**src/rtl/imm_gen.sv**
```systemverilog
// RV32I immediate generator.
// Decodes the opcode, extracts the sign-extended immediate and registers it.
module imm_gen (
    input  logic        clk,
    input  logic        rst_n,
    input  logic        valid_in,
    input  logic [31:0] instr,
    output logic [31:0] imm,
    output logic [2:0]  fmt,
    output logic        valid_out
);

    localparam logic [6:0] OP_IMM = 7'b0010011;
    localparam logic [6:0] LOAD   = 7'b0000011;
    localparam logic [6:0] JALR   = 7'b1100111;
    localparam logic [6:0] SYSTEM = 7'b1110011;
    localparam logic [6:0] STORE  = 7'b0100011;
    localparam logic [6:0] BRANCH = 7'b1100011;
    localparam logic [6:0] LUI    = 7'b0110111;
    localparam logic [6:0] AUIPC  = 7'b0010111;
    localparam logic [6:0] JAL    = 7'b1101111;

    localparam logic [2:0] FMT_NONE = 3'd0;
    localparam logic [2:0] FMT_I    = 3'd1;
    localparam logic [2:0] FMT_S    = 3'd2;
    localparam logic [2:0] FMT_B    = 3'd3;
    localparam logic [2:0] FMT_U    = 3'd4;
    localparam logic [2:0] FMT_J    = 3'd5;

    logic [6:0]  opcode;
    logic        sign;
    logic [31:0] imm_i;
    logic [31:0] imm_s;
    logic [31:0] imm_b;
    logic [31:0] imm_u;
    logic [31:0] imm_j;
    logic [31:0] imm_next;
    logic [2:0]  fmt_next;

    assign opcode = instr[6:0];
    assign sign   = instr[31];

    assign imm_i = {{20{sign}}, instr[31:20]};
    assign imm_s = {{20{sign}}, instr[31:25], instr[11:7]};
    assign imm_b = {{19{sign}}, instr[31], instr[7],
                    instr[30:25], instr[11:8], 1'b0};
    assign imm_u = {instr[31:12], 12'b0};
    assign imm_j = {{11{sign}}, instr[31], instr[19:12],
                    instr[20], instr[30:21], 1'b0};

    // Select format and immediate from the opcode alone.
    always_comb begin
        imm_next = 32'd0;
        fmt_next = FMT_NONE;
        case (opcode)
            OP_IMM, LOAD, JALR, SYSTEM: begin
                imm_next = imm_i;
                fmt_next = FMT_I;
            end
            STORE: begin
                imm_next = imm_s;
                fmt_next = FMT_S;
            end
            BRANCH: begin
                imm_next = imm_b;
                fmt_next = FMT_B;
            end
            LUI, AUIPC: begin
                imm_next = imm_u;
                fmt_next = FMT_U;
            end
            JAL: begin
                imm_next = imm_j;
                fmt_next = FMT_J;
            end
            default: begin
                imm_next = 32'd0;
                fmt_next = FMT_NONE;
            end
        endcase
    end

    // Register the decode; hold imm/fmt while no valid instruction arrives.
    always_ff @(posedge clk or negedge rst_n) begin
        if (!rst_n) begin
            imm       <= 32'd0;
            fmt       <= FMT_NONE;
            valid_out <= 1'b0;
        end else begin
            valid_out <= valid_in;
            if (valid_in) begin
                imm <= imm_next;
                fmt <= fmt_next;
            end
        end
    end

endmodule

```
**config.mk**
```make
export PLATFORM = sky130hd
export DESIGN_NAME = imm_gen
export DESIGN_NICKNAME = d
export VERILOG_FILES = /design/src/rtl/imm_gen.sv
export SDC_FILE = /design/constraint.sdc
export NUM_CORES = 1
export LEC_CHECK = 0
export CAP_MARGIN = 20
export CORE_MARGIN = 10
export CORE_UTILIZATION = 47
export DETAILED_ROUTE_END_ITERATION = 8
export HOLD_SLACK_MARGIN = 0.02
export PLACE_DENSITY = 0.85
export SLEW_MARGIN = 20
export SYNTH_ARGS = -nofsm -noshare
export SYNTH_HDL_FRONTEND = slang
export SYNTH_SLANG_ARGS = --single-unit
```
**constraint.sdc**
```tcl
create_clock -name clk -period 1.71 [get_ports clk]
set_input_delay 0.171 -clock clk [delete_from_list [all_inputs] [get_ports clk]]
set_output_delay 0.171 -clock clk [all_outputs]
set_load 0.02 [all_outputs]
```
## Word-level counts from Yosys, hierarchy flattened

Cells that the tools add are included.

- Mux-type cells: 2
- Equality and inequality tests: 9
- Reduce and logical (&&, ||, !) cells: 2

Operators with widths:

| cell | number |
|---|---|
| 32-bit case mux with 5 select lines | 1 |
| 7-bit equality test (second input constant) | 4 |
| 3-bit case mux with 5 select lines | 1 |
| 7-bit by 5-bit equality test with 1-bit output (second input constant) | 2 |
| 7-bit by 6-bit equality test with 1-bit output (second input constant) | 2 |
| 7-bit by 2-bit equality test with 1-bit output (second input constant) | 1 |
| 4-bit OR reduction | 1 |
| 2-bit OR reduction | 1 |

- Bits of input ports: 35
- Logic and storage cells: 16
- Bits in registers: 36
- Output and inout port bits: 36

## Depth between registers and ports, before layout

- Depth in word-level cells: 3
- Depth in mapped cells: 6
- Depth with buffers taken out: 4

## Worst setup path after synthesis

Ideal clock, no wire load.

- Path type: input to register
- Start: input port instr[5]
- End: register imm[21]
- Setup slack: 456 ps
- Stages: 6
- Path buffers: 2
- Arrival time: 1176 ps
- Required time: 1633 ps
- Library setup time: 77 ps
- Cell sequence: buf_4 > nand4_1 > nor3_2 > o21ai_1 > buf_2 > a21oi_1

- Word-level cells in the longest chain between the ends: 3
- Elaborated cells between the ends (all ways): 12
- Those cells by class: 9 x eq/ne; 1 x mux; 2 x reduce/logical

RTL lines:

| what | line | RTL |
|---|---|---|
| start: declaration | 7 | `input logic [31:0] instr,` |
| 7-bit by 5-bit equality test with 1-bit output, or another cell as far along | 55 | `case (opcode)` |
| 4-bit OR reduction or 2-bit OR reduction (tied branches) | 55 |  |
| 32-bit case mux with 5 select lines (*) | 55 |  |
| end signal: assignment | 92 | `imm <= imm_next;` |
| end: declaration | 8 | `output logic [31:0] imm,` |

Every way passes the cells marked *; elsewhere a longest branch is shown, timed or not.
A chain may end at the register's enable or synchronous reset.

## Worst setup path after layout

- Start: input port instr[4]
- End: register imm[24]

The elaborated chain is that of the path after synthesis.

==> out/results.txt <==
Status -> completed
CTS sink cnt -> 36
Flop pwr share -> 48.3%
Period utilisation layout -> 93.24%
Gate power share -> 18.3%
#FFs+latches synth -> 36
P_sw -> 486.0 uW
Core area -> 0.003744 sq mm
Syn_area_per_cell -> 10.38 sq um
Min cycle time layout -> 1.594 ns
Vias per cell -> 5.604
Port buffer count -> 70
Power Total -> 1.812 mW
Post-synth net total -> 215
Worst-path fanout max -> 13
Gr usage total -> 17.06%
Final Max Tran Viols -> 0
Avg WL per Cell -> 18.11 um
Cell area after synthesis -> 0.001869 sq mm
Post-Place Cell Area -> 0.002853 sq mm
Normalized max-slew margin -> 67.20%
P&R area growth vs syn -> 58.63%
Max Freq -> 627.2 MHz
CP Launch Type -> input pin
DIE HEIGHT -> 83.07 um
Share of layout cells above drive strength 1 -> 19.43%
GRT overflow -> 0
Vias -> 1855
Internal Power -> 1.326 mW
Die area -> 0.006900 sq mm
RSZ-0062 raised after global routing -> false
Synth cell count leaders -> dfrtp_1 (36), a21oi_1 (25), nor2b_1 (14)
Crit path arrival time -> 1.80 ns
Placed cell count -> 322
Initial Utilization -> 49.93%
Crit path required time -> 1.92 ns
Max-Cap Viols -> 0
Clk_lat worst skew -> 0.28 ns
Final non-filler cell area -> 0.002965 sq mm
Largest cells by area after synthesis -> dfrtp_1 (48%), a21oi_1 (6.7%), a211oi_1 (4.8%)
Async SR Flop Fraction -> 100.0%
Sequential area share after synthesis -> 48.19%
DP Worst Slack -> -0.3127 ns
Post-synth top area cell -> dfrtp_1
Final Hold Viols -> 0
Setup Skew -> 0 ns
Switching part of the total power -> 26.82%
Antenna viol nets, final -> 0
GPL Wtd Cong -> 0.8725
Inserted Diodes -> 0
Leakage -> 1.235 nW
Cell count after synthesis -> 180
Top-count cell post-synth -> dfrtp_1
Min Hold Slack -> 0.4477 ns
Maximum vdd drop -> 0.0004074 V
Vias in the first global route -> 1907
Global-route wire length before repair -> 9.901 mm
Nets -> 317
TritonCTS Buffers -> 5
Cell area power density -> 611.0 mW/mm^2
Max H-tree Level -> 2
Post-synth cell types -> 41
Drt total wl -> 5.995 mm
Setup Crit Path Kind -> in -> reg
Dpl hpwl -> 4.670 mm
Pre-antenna DRT Iters -> 4
Top cell type's share of synthesized area -> 48.19%
Number of flops mapped to enable cells by yosys -> 0
Warnings from Yosys -> 0
Worst-Margin Slew -> 0.4914 ns
Critical Path End Type -> flip-flop
Clock network power share -> 33.3%
Num rows -> 22
Largest net degree at the start of global routing -> 37
Post-route setup slack -> 0.1155 ns
Cell Count, Final, Fillers Out -> 331
Die X -> 83.07 um
Reg clk slew, reported paths -> 0.08 ns
Post-synth top flop -> dfrtp_1
Setup TNS -> 0 ns
Final Util -> 79.21%
Drc violations -> 0
Antenna violations before repair -> 0
# IOs -> 71
Hold WC Path Type -> in -> async
Initial DRC Count -> 131
TritonCTS clock tree -> yes
Maximum root-to-sink buffer count -> 2
Root buffer cell -> clkbuf_8
Final setup fails -> 0
path summary, 6_finish.rpt:
path / slack (ns) / startpoint / end / depth (start not counted)
min in group clk: 0.49 / instr[16] / imm[16] / 2
max: 0.12 / instr[4] / imm[24] / 8
max reg2reg: 0.79 / imm[11] / imm[11] / 3
min: 0.45 / rst_n / imm[4] / 3
min reg2reg: 0.49 / fmt[2] / fmt[2] / 1
max in group asynchronous: 0.92 / rst_n / imm[11] / 3
area by class of cell:
type | count | area [sq um]
Fill cell | 274 | 778.2
Sequential cell | 36 | 900.9
Clock inverter | 3 | 18.77
Tap cell | 48 | 60.06
Inverter | 2 | 7.507
Multi-Input combinational cell | 129 | 900.9
Clock buffer | 5 | 68.82
Timing Repair Buffer | 108 | 1008
power groups by stage:
stage / Clock, mW / Combinational (mW) / Sequential [mW]
3_5_place_dp: 0 / 0.324 / 0.892
3_3_place_gp: 0 / 0.319 / 0.891
6_report: 0.604 / 0.332 / 0.876
2_1_floorplan: 0 / 0.0960 / 0.911
4_1_cts: 0.618 / 0.328 / 0.875
5_1_grt: 0.662 / 0.354 / 0.878
routing by layer:
metal / routed length (um) / track usage, % / up-vias
met2: 2805 / 27.03 / 63
met1: 2757 / 21.32 / 889
met3: 375 / 6.250 / 6
met4: 57 / 4.308 / 0
met5: 0 / 0 / -
li1: - / - / 897
worst max-delay path, stage by stage:
cell and delay, ns:
clkdlybuf4s50_1 0.46, buf_4 0.17, and2b_1 0.22, buf_4 0.14
nor4_2 0.23, buf_4 0.22, a211oi_1 0.07, a21oi_1 0.13
layout by cell type (no fill, tap or decap), types with 2 or more instances in the layout:
master	n
o21ai_1	3
a31oi_1	2
a21boi_0	4
dfrtp_1	36
nand2_1	6
nand2b_1	2
clkinv_2	2
a211oi_1	12
nor4_1	2
nor2_1	5
nor3_1	3
inv_1	2
buf_12	2
nand3b_1	2
o21ai_0	5
a221o_1	8
nand3_1	2
o21a_1	2
nor4_2	2
clkdlybuf4s50_1	69
clkbuf_8	5
a21oi_1	25
a22o_1	7
nand4_1	3
buf_4	35
nor2b_1	14
a22oi_1	4
flip-flops by register name, indices dropped and copies added (netlist names):
signal,count
fmt,3
imm,32
valid_out,1
what timing repair did:
| item | in CTS | in global routing |
|---|---|---|
| hold buffers | 1 | 0 |
| hold endpoints to repair | 36 | 0 |
| setup endpoints to repair | 0 | 9 |
| setup buffers | 0 | 0 |
| resized for setup | 0 | 2 |
cell families (layout without fill, tap and decap cells):
group                     Yosys count  after routing  share of synthesized area, %
AOI/OAI and AO/OA                  76             76                         28.72
xor gates and xnor gates            1              1                        0.4686
buffers and inverters              15            118                         4.418
DFF                                36             36                         48.19
muxes                               2              2                         1.138
and+or+nand+nor                    50             50                         17.07
Note: power is estimated with default switching activity, not from simulation.
